--- src/rtl/pes_pipeline_mul.sv ---
// Three-stage IEEE-754 binary32 multiplier: unpack/multiply, normalize, round/pack.
// Denormal operands and results flush to signed zero; NaN results are canonical.
module pes_pipeline_mul (
  input  logic        clk,
  input  logic        rst,
  input  logic [31:0] A,
  input  logic [31:0] B,
  output logic [31:0] F
);

  // ---------------- stage 1: unpack / multiply ----------------
  logic [7:0]  a_exp, b_exp;
  logic [22:0] a_frac, b_frac;
  logic        a_zero, b_zero, a_inf, b_inf, a_nan, b_nan;
  logic [23:0] a_sig, b_sig;

  logic               sign1_d, sign1_q;
  logic signed [9:0]  exp1_d, exp1_q;
  logic [47:0]        prod1_d, prod1_q;
  logic               nan1_d, nan1_q, inf1_d, inf1_q, zero1_d, zero1_q;

  always_comb begin
    a_exp  = A[30:23];
    b_exp  = B[30:23];
    a_frac = A[22:0];
    b_frac = B[22:0];
    // exponent 0 covers both true zero and denormals, which are flushed
    a_zero = (a_exp == 8'h00);
    b_zero = (b_exp == 8'h00);
    a_inf  = (a_exp == 8'hFF) && (a_frac == 23'd0);
    b_inf  = (b_exp == 8'hFF) && (b_frac == 23'd0);
    a_nan  = (a_exp == 8'hFF) && (a_frac != 23'd0);
    b_nan  = (b_exp == 8'hFF) && (b_frac != 23'd0);
    a_sig  = a_zero ? 24'd0 : {1'b1, a_frac};
    b_sig  = b_zero ? 24'd0 : {1'b1, b_frac};

    sign1_d = A[31] ^ B[31];
    exp1_d  = $signed({2'b00, a_exp} + {2'b00, b_exp} - 10'd127);
    prod1_d = a_sig * b_sig;
    nan1_d  = a_nan || b_nan || (a_inf && b_zero) || (b_inf && a_zero);
    inf1_d  = !nan1_d && (a_inf || b_inf);
    zero1_d = !nan1_d && !inf1_d && (a_zero || b_zero);
  end

  always_ff @(posedge clk) begin
    if (rst) begin
      sign1_q <= 1'b0;
      exp1_q  <= '0;
      prod1_q <= '0;
      nan1_q  <= 1'b0;
      inf1_q  <= 1'b0;
      zero1_q <= 1'b0;
    end else begin
      sign1_q <= sign1_d;
      exp1_q  <= exp1_d;
      prod1_q <= prod1_d;
      nan1_q  <= nan1_d;
      inf1_q  <= inf1_d;
      zero1_q <= zero1_d;
    end
  end

  // ---------------- stage 2: normalize ----------------
  logic               sign2_d, sign2_q;
  logic signed [9:0]  exp2_d, exp2_q;
  logic [22:0]        mant2_d, mant2_q;
  logic               guard2_d, guard2_q, sticky2_d, sticky2_q;
  logic               nan2_q, inf2_q, zero2_q;

  always_comb begin
    sign2_d = sign1_q;
    if (prod1_q[47]) begin
      mant2_d   = prod1_q[46:24];
      guard2_d  = prod1_q[23];
      sticky2_d = |prod1_q[22:0];
      exp2_d    = exp1_q + 10'sd1;
    end else begin
      mant2_d   = prod1_q[45:23];
      guard2_d  = prod1_q[22];
      sticky2_d = |prod1_q[21:0];
      exp2_d    = exp1_q;
    end
  end

  always_ff @(posedge clk) begin
    if (rst) begin
      sign2_q   <= 1'b0;
      exp2_q    <= '0;
      mant2_q   <= '0;
      guard2_q  <= 1'b0;
      sticky2_q <= 1'b0;
      nan2_q    <= 1'b0;
      inf2_q    <= 1'b0;
      zero2_q   <= 1'b0;
    end else begin
      sign2_q   <= sign2_d;
      exp2_q    <= exp2_d;
      mant2_q   <= mant2_d;
      guard2_q  <= guard2_d;
      sticky2_q <= sticky2_d;
      nan2_q    <= nan1_q;
      inf2_q    <= inf1_q;
      zero2_q   <= zero1_q;
    end
  end

  // ---------------- stage 3: round / pack ----------------
  logic               round_inc;
  logic [23:0]        mant_rnd;
  logic signed [9:0]  exp_rnd;
  logic [31:0]        f_d, f_q;

  always_comb begin
    round_inc = guard2_q && (sticky2_q || mant2_q[0]);
    // carry-out leaves the low 23 bits at zero, which is the correct mantissa
    mant_rnd  = {1'b0, mant2_q} + {23'd0, round_inc};
    exp_rnd   = exp2_q + $signed({9'd0, mant_rnd[23]});
    if (nan2_q) begin
      f_d = 32'h7FC0_0000;
    end else if (inf2_q) begin
      f_d = {sign2_q, 8'hFF, 23'd0};
    end else if (zero2_q) begin
      f_d = {sign2_q, 31'd0};
    end else if (exp_rnd >= 10'sd255) begin
      f_d = {sign2_q, 8'hFF, 23'd0};
    end else if (exp_rnd <= 10'sd0) begin
      f_d = {sign2_q, 31'd0};
    end else begin
      f_d = {sign2_q, exp_rnd[7:0], mant_rnd[22:0]};
    end
  end

  always_ff @(posedge clk) begin
    if (rst) begin
      f_q <= '0;
    end else begin
      f_q <= f_d;
    end
  end

  assign F = f_q;

endmodule

--- config.mk ---
export PLATFORM = sky130hd
export DESIGN_NAME = pes_pipeline_mul
export DESIGN_NICKNAME = d
export VERILOG_FILES = /design/src/rtl/pes_pipeline_mul.sv
export SDC_FILE = /design/constraint.sdc
export NUM_CORES = 2
export LEC_CHECK = 0
export BUFFER_PORTS_ARGS = -buffer_cell sky130_fd_sc_hd__buf_2
export CAP_MARGIN = 0
export CORE_MARGIN = 1
export CORE_UTILIZATION = 30
export CTS_CLUSTER_DIAMETER = 80
export DETAILED_ROUTE_END_ITERATION = 7
export PLACE_DENSITY_LB_ADDON = 0.3
export SLEW_MARGIN = 20
export SYNTH_ARGS = -nofsm -noshare
export SYNTH_HDL_FRONTEND = slang
export SYNTH_SLANG_ARGS = --single-unit
--- constraint.sdc ---
create_clock -name clk -period 26 [get_ports clk]
set_input_delay 3.9 -clock clk [delete_from_list [all_inputs] [get_ports clk]]
set_output_delay 3.9 -clock clk [all_outputs]
set_load 0.02 [all_outputs]
Word-level counts from Yosys, hierarchy flattened:

Cells that the tools add are included.

* register bits after elaboration: 133
* bits in latches: 0
* memory bits (writable): 0
* bits in read-only memories: 0
* output and inout bits: 32
* word-level logic and storage cells: 67
* memories: 0

* add/sub/neg operators: 5
* $mul: 1
* divide/modulo/power cells: 0
* $lt $le $gt $ge: 2
* equality and inequality tests: 2
* shift operators: 0
* mux-type cells: 11
* bitwise gates (word level): 1
* reductions and logical operators: 28

Operators with widths (number)
* $mux 31: 5
* $mul 24x24->48: 1
* $mux 24: 2
* $logic_not 23->1: 2
* $reduce_bool 23->1: 2
* $add 23x1->24: 1
* $mux 23: 1
* $reduce_or 23->1: 1
* $reduce_or 22->1: 1
* $eq 8x8->1 const B: 2
* $logic_not 8->1: 2
* $add 10x2->10: 1
* $add 10x2->10 const B: 1
* $ge 10x9->1 const B: 1
* $le 10x1->1 const B: 1
* $logic_and 1x1->1: 10
* $mux 10: 1
* $sub 9x7->10 const B: 1
* $add 8x8->9: 1
* $logic_or 1x1->1: 6
* $reduce_or 6->1: 1
* $logic_not 1->1: 2
* $mux 1: 2
* $reduce_or 2->1: 1
* $xor 1x1->1: 1

Longest topological paths before layout:

* depth in word-level cells: 10
* mapped depth: 33
* gate-level depth less buffers: 29

Worst setup path before layout:

Ideal clock, no wire load.

* kind: input to register
* from: in B[23]
* to: reg prod1_q[37]
* data arrival time: 10954 ps
* setup slack: 14923 ps
* stages: 30
* path through: or4_1 -> nor2_1 -> nor2_1 -> clkbuf_1 -> clkbuf_1 -> clkbuf_1 -> and3_1 -> fa_1 -> fa_1 -> inv_1 -> fa_1 -> inv_1 -> fa_1 -> inv_1 -> fa_1 -> inv_1 -> fa_1 -> inv_1 -> fa_1 -> inv_1 -> ha_1 -> a21oi_1 -> o21ai_1 -> nor2_1 -> o31ai_2 -> a211oi_2 -> nor2_2 -> a31o_1 -> a31oi_1 -> mux2_1

* word-level cells in the longest chain between the ends: 3

RTL lines
* start, declared: RTL line 7 `input logic [31:0] B,`
* $logic_not 8->1: RTL line 29 `b_zero = (b_exp == 8'h00);`
* $mux 24: RTL line 35 `b_sig = b_zero ? 24'd0 : {1'b1, b_frac};`
* $mul 24x24->48: RTL line 39 `prod1_d = a_sig * b_sig;`
* end signal, assigned: RTL line 56 `prod1_q <= prod1_d;`
* end, declared: RTL line 19 `logic [47:0] prod1_d, prod1_q;`

Every way passes these cells.
A chain may end at the register's enable or synchronous reset.

Final worst setup path:

* from: in B[30]
* to: reg prod1_q[37]

The elaborated chain is that of the path after synthesis.

==> impl_metrics.ini <==
[critical_path]
crit_type = in -> reg
cp_slowest_cell = buf_4
critPathMaxStageDelay_ns = 0.87
cp.arrival_ns = 13.92
crit_top_cell = fa_1
worst-path-buf-inv = 9
path_max_fanout = 124
endpoint_kind = flip-flop
crit_required_ns = 26.31
start_kind = input port
crit_family = adder cells

[yosys]
syn-num-nets = 3500
synth.avg_cell_area_sq_um = 8.87
synth_flop_cell = dfxtp_1
ys_ff_latch = 133
synth.distinct_cells = 75
async_flop_share_pct = 0
synth_edf_count = 0
syn_area_sq_um = 24400
yosysWarnings = 0
ys_seq_area_share_pct = 10.9
postSynthCellCount = 2757

[hold_path]
hold_path.class = reg -> reg

[clock_network]
root_buffer = clkbuf_16
clock_latency_ns = 0.42
cts.repair.resized = 0
post-cts-setup-buffers = 0
htree_levels = 4
cts_hold_buf = 0
clock_path_buffers = 2
cts.sinks = 133
cts_tree = built
clkTransAtPathRegs_ns = 0.06
cts_buffers = 17

[routing]
wl_per_cell_um = 19.7
drt_iter0_markers = 1406
vias = 18363
ant_nets = 0
via_per_inst = 4.85
wirelength_um = 74500
firstDrtPassIters = 5
route.detailed.drc = 0

[finish]
num-nets-final = 3453
layout_common_cells = 573 x inv_1, 483 x fa_1, 294 x and3_1
n_fill_cell = 8444
antennaDiodeCount = 0
layout-drive-gt1-share_pct = 6.10
synthToLayoutAreaGrowth_pct = 7.38
multi_input_area_sq_um = 18900
final_common_cell = inv_1
regArea_sq_um = 2660

[timing]
max_slew_margin_pct = 21.5
post-route-period-util_pct = 52.4
timing.final.ws_setup_ns = 12.39
finalHoldViolCount = 0
fin_crit_ns = 13.61
setup_tns_ns = 0
setup_viol = 0
fmax_mhz = 73.5
whs_ns = 0.437
maxSlewViolCount = 0
finalClockSkew_ns = 0.0152
rsz0062_at_grt = no
tightestPinTransition_ns = 1.18

[place]
preCtsSetupSlack_ns = 12.09
place.gp.congestion = 0.863
place_hpwl_um = 57300
io_buffers = 97

[floorplan]
core-area_sq_um = 80500
floorplan.initialDensity_pct = 30.4
die_area_sq_um = 82600
ios = 98
die_h_um = 287
die_x_um = 287
rows = 104

[global_route]
grt_max_degree = 125
overflow = 0
grt_pass1_vias = 19190
antenna_found_initial = 4
grt_first_pass_wirelength_um = 114000
grtUsageTotal_pct = 18.3

[outcome]
outcome = completed

[job]
drv_cap = 0
==> per-stage QoR <==
step           instances  cell area, sq um  utilization [%]
3_3_place_gp        3751             25600             31.8
6_report            3783             26300             32.6
2_1_floorplan       2757             24400                -
4_1_cts             3783             26300             32.6
3_5_place_dp        3751             25600             31.8
5_1_grt             3783             26300             32.6
==> flip-flops by register name, summed over array words and instances (netlist names), 10 cells and up <==
| register | count |
|---|---|
| exp1_q | 10 |
| F | 32 |
| exp2_q | 10 |
| prod1_q | 48 |
| mant2_q | 23 |
==> Yosys cell counts, types with 3 or more instances <==
library cell  number  area (sq um)
inv_1            573          2150
fa_1             483          9670
and3_1           294          1840
nand2_1          290          1090
ha_1             194          2430
clkbuf_1         155           582
nor2_1           145           544
dfxtp_1          133          2660
a21oi_1           54           270
xnor2_1           44           385
and2_1            41           257
xor2_1            36           315
nand3_1           31           155
o21ai_0           31           155
mux2i_1           25           250
nand4_1           24           150
nor2b_1           22           138
nor4_1            19           119
nor3_1            18          90.1
a21o_1            17           128
a31oi_1           13          81.3
o21bai_1          11          82.6
o21a_1             9          67.6
buf_6              7          78.8
or3_1              6          37.5
buf_2              5          25.0
mux2_2             4          45.0
or4_1              4          30.0
a211oi_1           3          22.5
and2b_1            3          22.5
and4_1             3          26.3
buf_4              3          22.5
o31ai_1            3          22.5
==> final timing paths <==
path | from | end | slack (ns) | depth (start not counted)
worst max register to register | mant2_q[0] | F[8] | 21.95 | 16
worst min-delay path | nan1_q | nan2_q | 0.44 | 1
worst min register to register | nan1_q | nan2_q | 0.44 | 1
worst max-delay path | B[30] | prod1_q[37] | 12.39 | 31
==> routing by layer <==
metal  wire length (um)  up-vias  GRT usage (%)
li1                   -     8394              -
met1              32900     9216           25.2
met2              33500      665           28.8
met3               6490       84           4.30
met4               1560        4           4.39
met5                 24        -              0
==> cell families after synthesis <==
kind of cell / count (synthesis) / synth area share [%]
AND/OR/NAND/NOR: 918 / 19.0
adder cells (fa/ha/maj): 677 / 49.5
AO/OA/AOI/OAI: 172 / 4.68
buffers and inverters: 746 / 11.7
XOR/XNOR: 80 / 2.87
multiplexers: 31 / 1.32
flip-flops: 133 / 10.9
==> layout make-up <==
class | instances | share of cell area [%]
Inverter | 573 | 8.19
Multi-Input combinational cell | 1878 | 72.1
Timing Repair Buffer | 107 | 2.14
Clock buffer | 18 | 1.63
Sequential cell | 133 | 10.1
Tap cell | 1060 | 5.05
Clock inverter | 14 | 0.758
Power is not shown: default switching activity piles up to over one toggle a cycle in this logic, so the estimate is an artifact.
